### src/rtl/pc_fetch_sequencer_pkg.sv
// Shared types, defaults and the PC address mask used by the fetch sequencer
// and by any branch-target adder that must produce the same aligned address.
package pc_fetch_sequencer_pkg;

  typedef enum logic [1:0] {
    BOOT  = 2'd0,
    FETCH = 2'd1,
    HOLD  = 2'd2
  } fetch_state_t;

  localparam int unsigned ADDR_BITS_DEF  = 20;
  localparam logic [31:0] RESET_PC_DEF   = 32'h0000_0000;
  localparam logic [31:0] EXC_VECTOR_DEF = 32'h0000_0180;

  // Widest PC the mask helper supports; callers cast down to their own width.
  localparam int unsigned PC_MAX_W = 64;

  // Keeps bits [addr_bits-1:2] and clears everything else (word aligned).
  function automatic logic [PC_MAX_W-1:0] pc_mask(input logic [PC_MAX_W-1:0] value,
                                                  input int unsigned         addr_bits);
    logic [PC_MAX_W-1:0] keep;
    keep      = (PC_MAX_W'(1) << addr_bits) - PC_MAX_W'(1);
    keep[1:0] = 2'b00;
    return value & keep;
  endfunction

endpackage

### src/rtl/pc_fetch_sequencer_mux.sv
// Next-PC selection: redirect priority (exception > branch > jump) over
// sequential advance, with every loaded value forced into the implemented range.
module pc_next_mux
  import pc_fetch_sequencer_pkg::*;
#(
  parameter int unsigned N          = 32,
  parameter int unsigned ADDR_BITS  = ADDR_BITS_DEF,
  parameter logic [N-1:0] EXC_VECTOR = N'(EXC_VECTOR_DEF)
) (
  input  fetch_state_t   state,
  input  logic [N-1:0]   pc,
  input  logic           advance,
  input  logic           exception,
  input  logic           branch_taken,
  input  logic [N-1:0]   branch_target,
  input  logic           jump,
  input  logic [N-1:0]   jump_target,
  output logic [N-1:0]   pc_next,
  output logic [N-1:0]   pc_plus4,
  output logic           redirect
);

  function automatic logic [N-1:0] mask_n(input logic [N-1:0] value);
    return N'(pc_mask(PC_MAX_W'(value), ADDR_BITS));
  endfunction

  logic [N-1:0] target;

  // Redirect sources are only honoured once the sequencer has left BOOT.
  assign redirect = (state != BOOT) && (exception || branch_taken || jump);
  assign target   = exception    ? EXC_VECTOR    :
                    branch_taken ? branch_target : jump_target;
  assign pc_plus4 = mask_n(pc + N'(4));

  always_comb begin
    pc_next = pc;
    if (redirect) begin
      pc_next = mask_n(target);
    end else if (advance) begin
      pc_next = pc_plus4;
    end
  end

endmodule

### src/rtl/pc_fetch_sequencer.sv
// Fetch-stage controller: owns the PC register and the BOOT/FETCH/HOLD
// handshake with instruction memory, and flags IF/ID flushes on redirects.
module pc_fetch_sequencer
  import pc_fetch_sequencer_pkg::*;
#(
  parameter int unsigned  N          = 32,
  parameter int unsigned  ADDR_BITS  = ADDR_BITS_DEF,
  parameter logic [N-1:0] RESET_PC   = N'(RESET_PC_DEF),
  parameter logic [N-1:0] EXC_VECTOR = N'(EXC_VECTOR_DEF)
) (
  input  logic         clk,
  input  logic         reset,
  input  logic         i_stall_w,
  input  logic         i_branch_taken_w,
  input  logic [N-1:0] i_branch_target_dw,
  input  logic         i_jump_w,
  input  logic [N-1:0] i_jump_target_dw,
  input  logic         i_exception_w,
  input  logic         i_imem_ack_w,
  output logic         o_imem_req_w,
  output logic [N-1:0] o_pc_dw,
  output logic [N-1:0] o_pc_plus4_dw,
  output logic         o_fetch_valid_w,
  output logic         o_flush_w
);

  localparam logic [N-1:0] RESET_PC_MASKED = N'(pc_mask(PC_MAX_W'(RESET_PC), ADDR_BITS));

  fetch_state_t state, state_next;
  logic [N-1:0] pc, pc_next, pc_plus4;
  logic         flush;
  logic         redirect;
  logic         req;
  logic         fetch_valid;

  pc_next_mux #(
    .N          (N),
    .ADDR_BITS  (ADDR_BITS),
    .EXC_VECTOR (EXC_VECTOR)
  ) u_pc_next_mux (
    .state         (state),
    .pc            (pc),
    .advance       (fetch_valid),
    .exception     (i_exception_w),
    .branch_taken  (i_branch_taken_w),
    .branch_target (i_branch_target_dw),
    .jump          (i_jump_w),
    .jump_target   (i_jump_target_dw),
    .pc_next       (pc_next),
    .pc_plus4      (pc_plus4),
    .redirect      (redirect)
  );

  always_ff @(posedge clk or negedge reset) begin
    if (!reset) begin
      state <= BOOT;
      pc    <= RESET_PC_MASKED;
      flush <= 1'b0;
    end else begin
      state <= state_next;
      pc    <= pc_next;
      flush <= redirect;
    end
  end

  // A redirect squashes the word currently on the bus, so fetch_valid stays low.
  always_comb begin
    state_next  = state;
    req         = 1'b0;
    fetch_valid = 1'b0;
    unique case (state)
      BOOT: begin
        state_next = FETCH;
      end
      FETCH: begin
        req = 1'b1;
        if (redirect) begin
          state_next = FETCH;
        end else if (i_imem_ack_w && !i_stall_w) begin
          fetch_valid = 1'b1;
        end else if (i_imem_ack_w) begin
          state_next = HOLD;
        end
      end
      HOLD: begin
        if (redirect) begin
          state_next = FETCH;
        end else if (!i_stall_w) begin
          fetch_valid = 1'b1;
          state_next  = FETCH;
        end
      end
      default: begin
        state_next = BOOT;
      end
    endcase
  end

  assign o_imem_req_w    = req;
  assign o_pc_dw         = pc;
  assign o_pc_plus4_dw   = pc_plus4;
  assign o_fetch_valid_w = fetch_valid;
  assign o_flush_w       = flush;

endmodule

### config.mk
export PLATFORM = sky130hd
export DESIGN_NAME = pc_fetch_sequencer
export DESIGN_NICKNAME = d
export VERILOG_FILES = /design/src/rtl/pc_fetch_sequencer_pkg.sv /design/src/rtl/pc_fetch_sequencer_mux.sv /design/src/rtl/pc_fetch_sequencer.sv
export SDC_FILE = /design/constraint.sdc
export NUM_CORES = 1
export LEC_CHECK = 0
export CAP_MARGIN = 15
export CORE_MARGIN = 3
export CORE_UTILIZATION = 55
export CTS_CLUSTER_DIAMETER = 40
export DETAILED_ROUTE_END_ITERATION = 7
export DONT_BUFFER_PORTS = 1
export PLACE_DENSITY = 0.73
export SLEW_MARGIN = 5
export SYNTH_ARGS = -nofsm -noshare
export SYNTH_HDL_FRONTEND = slang
export SYNTH_SLANG_ARGS = --single-unit
### constraint.sdc
create_clock -name clk -period 2.36 [get_ports clk]
set_input_delay 0.708 -clock clk [delete_from_list [all_inputs] [get_ports clk]]
set_output_delay 0.708 -clock clk [all_outputs]
set_load 0.05 [all_outputs]
==> flow_summary_export.csv <==
group,metric,value,unit
sta,fin_skew,0.008455,ns
synthesis,synth.most_common_cell,"buf_4",
synthesis,syn_area_per_cell,8.314,sq um
sta,whs,0.1144,ns
finish,layoutNonFillerInstCount,344,
setup_path,startpoint_type,"flop",
synthesis,postSynth.asyncResetShare,1.000,
cts,cts_buffer_depth,2,
power,p_clk_frac,0.069,
synthesis,synth-simple-area-share,0.2257,
synthesis,ys_types,47,
setup_path,r2r_slack,0.21,ns
synthesis,synth_edf_count,0,
outcome,status,"finished with violations",
floorplanning,die_y,66.48,um
sta,setup_viol,12,
floorplanning,initial_core_util,0.5845,
global_route,grt_pass1_vias,2061,
cts,cts_max_level,1,
drt,drt_pre_antenna_iters,4,
cts,cts_root_buf,"clkbuf_8",
synthesis,synth_top_cells_by_area,"dfrtp_1 26%, buf_4 10%, xnor2_1 7.8%, mux2i_1 4.5%, o21ai_0 3.5%",
sta,rsz0062_at_grt,"true",
power,power.internal,1.565,mW
power,p_per_area,1281,nW/um^2
global_route,antenna_found_initial,0,
global_route,grt_overflow,0,
sta,drv_slew,0,
synthesis,ys_seq_area_frac,0.2612,
power,pwr-share-comb,0.741,
place,dp_cells,318,
synthesis,netlist_area,2012,sq um
sta,fin_crit,2.519,ns
finish,final_util,0.8444,
cts,cts_hold_buf,0,
floorplanning,boundaryPins,138,
drt,route.detailed.drc,0,
sta,post-route-period-util,1.067,
synthesis,synth_top_area_share,0.2612,
synthesis,synth_top_family_by_area,"simple AND/OR/NAND/NOR gates",
synthesis,synth_warnings,0,
floorplanning,core_area,3442,sq um
synthesis,synth_top_flop_cell,"dfrtp_1",
finish,drive_above_1_share,0.4094,
power,cellLeakagePower,1.329,nW
setup_path,crit_cells,5,
setup_path,crit_arrival,1.81,ns
power,p_seq_frac,0.190,
setup_path,rr_startpoint,"state[0]",
synthesis,synthXorXnorAreaFrac,0.1001,
cts,cts.sinks,21,
power,p_sw_frac,0.5795,
setup_path,cpMaxStageDelayCell,"dfrtp_2",
setup_path,crit_required,1.65,ns
global_route,grt_pass1_wl,10.67,mm
finish,finalNetCount,375,
sta,slew-limit-headroom,0.5964,
global_route,grt_max_degree,30,
synthesis,ys_ff_latch,21,
synthesis,yosys.area.top_type,"dfrtp_1",
drt,first_iter_violations,361,
setup_path,reg2regPathDepth,7,
finish,fill_cells,187,
sta,fin_ws,-0.1586,ns
cts,clk_latency,0.27,ns
power,irDropWorstVdd,0.6922,mV
finish,area_growth,44.47,%
drt,wl_per_cell,21.05,um
setup_path,path_delay_family,"simple AND/OR/NAND/NOR gates",
place,gp_congestion,0.9078,
drt,viasPerCell,6.128,
hold_path,hold_class,"in -> async",
cts,cts_buffers,3,
finish,antenna_cells,0,
floorplanning,dieArea,4420,sq um
synthesis,synth-compound-area-share,0.1660,
place,portBuffers,0,
setup_path,crit_buf_inv,1,
setup_path,crit_path_end,"o_pc_plus4_dw[18]",
floorplanning,chipWidth,66.48,um
drt,vias,2108,
setup_path,crit_fanout,4,
finish,multi_input_area,1582,sq um
outcome,violations,"negative setup slack",
floorplanning,rows,21,
run,drv_cap,0,
setup_path,critPathLaunch,"o_pc_dw[2]",
synthesis,synthMuxAreaShare,0.04478,
synthesis,netlist_top_cells_count,"28 x buf_4, 21 x dfrtp_1, 18 x xnor2_1, 16 x nand2_1, 14 x o21ai_0",
synthesis,synth_adder_area_share,0.03109,
global_route,grtUsageTotal,0.3227,
setup_path,r2r_end,"o_pc_dw[17]",
sta,hold_violations,0,
finish,regArea,541.8,sq um
sta,worstMarginPinSlew,0.6054,ns
setup_path,slowest_delay,0.44,ns
setup_path,critPathKind,"reg -> out",
synthesis,synthCells,242,
setup_path,end_kind,"output pin",
cts,cts_tree,"yes",
cts,clk_pin_slew_worst_paths,0.09,ns
drt,postRouteAntennaNets,0,
setup_path,crit_path_cell_trace,"ha_4 -> nand4_1 -> nor4_4 -> xnor2_2 -> buf_6",
place,post-dp-hpwl,4.313,mm
power,power_switching,2.158,mW
sta,timing.fmax,397.1,MHz
drt,wirelength,7.242,mm
## through the flow
stage	setup TNS, ns	total power [mW]	setup WS (ns)	instance area, sq um
4_1_cts	-0.2723	3.509	-0.08307	2775
3_5_place_dp	-0.0002186	3.125	-0.0002186	2515
2_1_floorplan	-0.6325	2.581	-0.1764	2374
3_3_place_gp	0	3.070	0.03364	2515
5_1_grt	-1.635	3.867	-0.2243	2907
6_report	-0.9577	3.723	-0.1586	2907
## flip-flops by register name (all words and copies together) (netlist names)
register / count
o_flush_w: 1
o_pc_dw: 18
state: 2
## cells in the final DEF (no fill, tap or decap), types with 2 or more instances in the layout
cell type / synthesis / layout
nor2_1: 7 / 4
buf_6: 2 / 13
nand3b_1: 8 / 8
buf_4: 28 / 48
a2111oi_0: 2 / 2
xnor2_2: 0 / 8
nor3_4: 1 / 3
nand3_1: 6 / 6
nand2_2: 0 / 2
nand4_1: 5 / 5
a31oi_1: 7 / 7
inv_1: 12 / 12
dfrtp_2: 0 / 13
xnor2_4: 0 / 4
buf_12: 0 / 6
o21ai_0: 14 / 14
xnor2_1: 18 / 6
a21oi_1: 11 / 11
a2bb2oi_1: 7 / 7
or3_1: 7 / 7
nand2_1: 16 / 14
o22ai_1: 2 / 2
nor2b_1: 3 / 3
dfrtp_1: 21 / 8
ha_1: 5 / 3
nor2_4: 0 / 2
conb_1: 1 / 28
mux2i_1: 9 / 9
nor4_1: 8 / 2
nor3_1: 5 / 2
clkbuf_8: 0 / 3
nor3_2: 1 / 2
nor4_4: 0 / 6
xor2_1: 5 / 3
## cells by family (layout without fill, tap and decap cells)
| group | Yosys count | count (layout) |
|---|---|---|
| buffers and inverters | 55 | 84 |
| multiplexers | 9 | 9 |
| other | 1 | 28 |
| AO/OA/AOI/OAI | 52 | 52 |
| adder cells (fa/ha/maj) | 5 | 5 |
| flip-flops | 21 | 21 |
| XOR/XNOR | 23 | 23 |
| AND/OR/NAND/NOR | 76 | 76 |
## worst register-to-register path, delay by kind of cell (launching register included)
kind                     cells  cell delay (ns)
AO/OA/AOI/OAI                3             0.94
flip-flops                   1             0.43
adder cells (fa/ha/maj)      1             0.36
buffers and inverters        2             0.26
AND/OR/NAND/NOR              1             0.07
## repair_timing
| item | CTS | global route |
|---|---|---|
| gates resized for setup | 20 | 14 |
| pin swaps | 11 | 9 |
| setup endpoints to repair | 12 | 16 |
| buffers inserted | 11 | 11 |
## power by group through the flow
stage | clock (mW) | combinational (mW) | sequential [mW]
after floorplan | 0 | 1.53 | 1.05
after global placement | 0 | 2.40 | 0.668
after detailed placement | 0 | 2.45 | 0.680
after CTS | 0.249 | 2.58 | 0.684
after global routing | 0.277 | 2.87 | 0.721
final | 0.257 | 2.76 | 0.707
## layout make-up
type | instances | area share
Tap cell | 46 | 0.01980
Inverter | 13 | 0.01851
Multi-Input combinational cell | 193 | 0.5441
Timing Repair Buffer | 67 | 0.2157
Clock buffer | 4 | 0.01550
Sequential cell | 21 | 0.1864
## worst min-delay path by stage
stage	from	endpoint	slack, ns	cells after the start
floorplan	reset	o_flush_w	0.41	0
global placement	reset	o_pc_dw[7]	0.41	0
detailed placement	reset	o_pc_dw[7]	0.41	0
CTS	reset	o_pc_dw[7]	0.13	0
global route	reset	o_pc_dw[7]	0.10	0
finish	reset	o_pc_dw[7]	0.11	0
## metal layers
layer	global-route usage	up-vias	part of all wire
met2	0.5390	154	0.49
met5	0	-	0
li1	-	915	-
met3	0.05396	27	0.10
met1	0.3996	1012	0.37
met4	0.1574	0	0.039
Power figures use the tool's default switching activity.
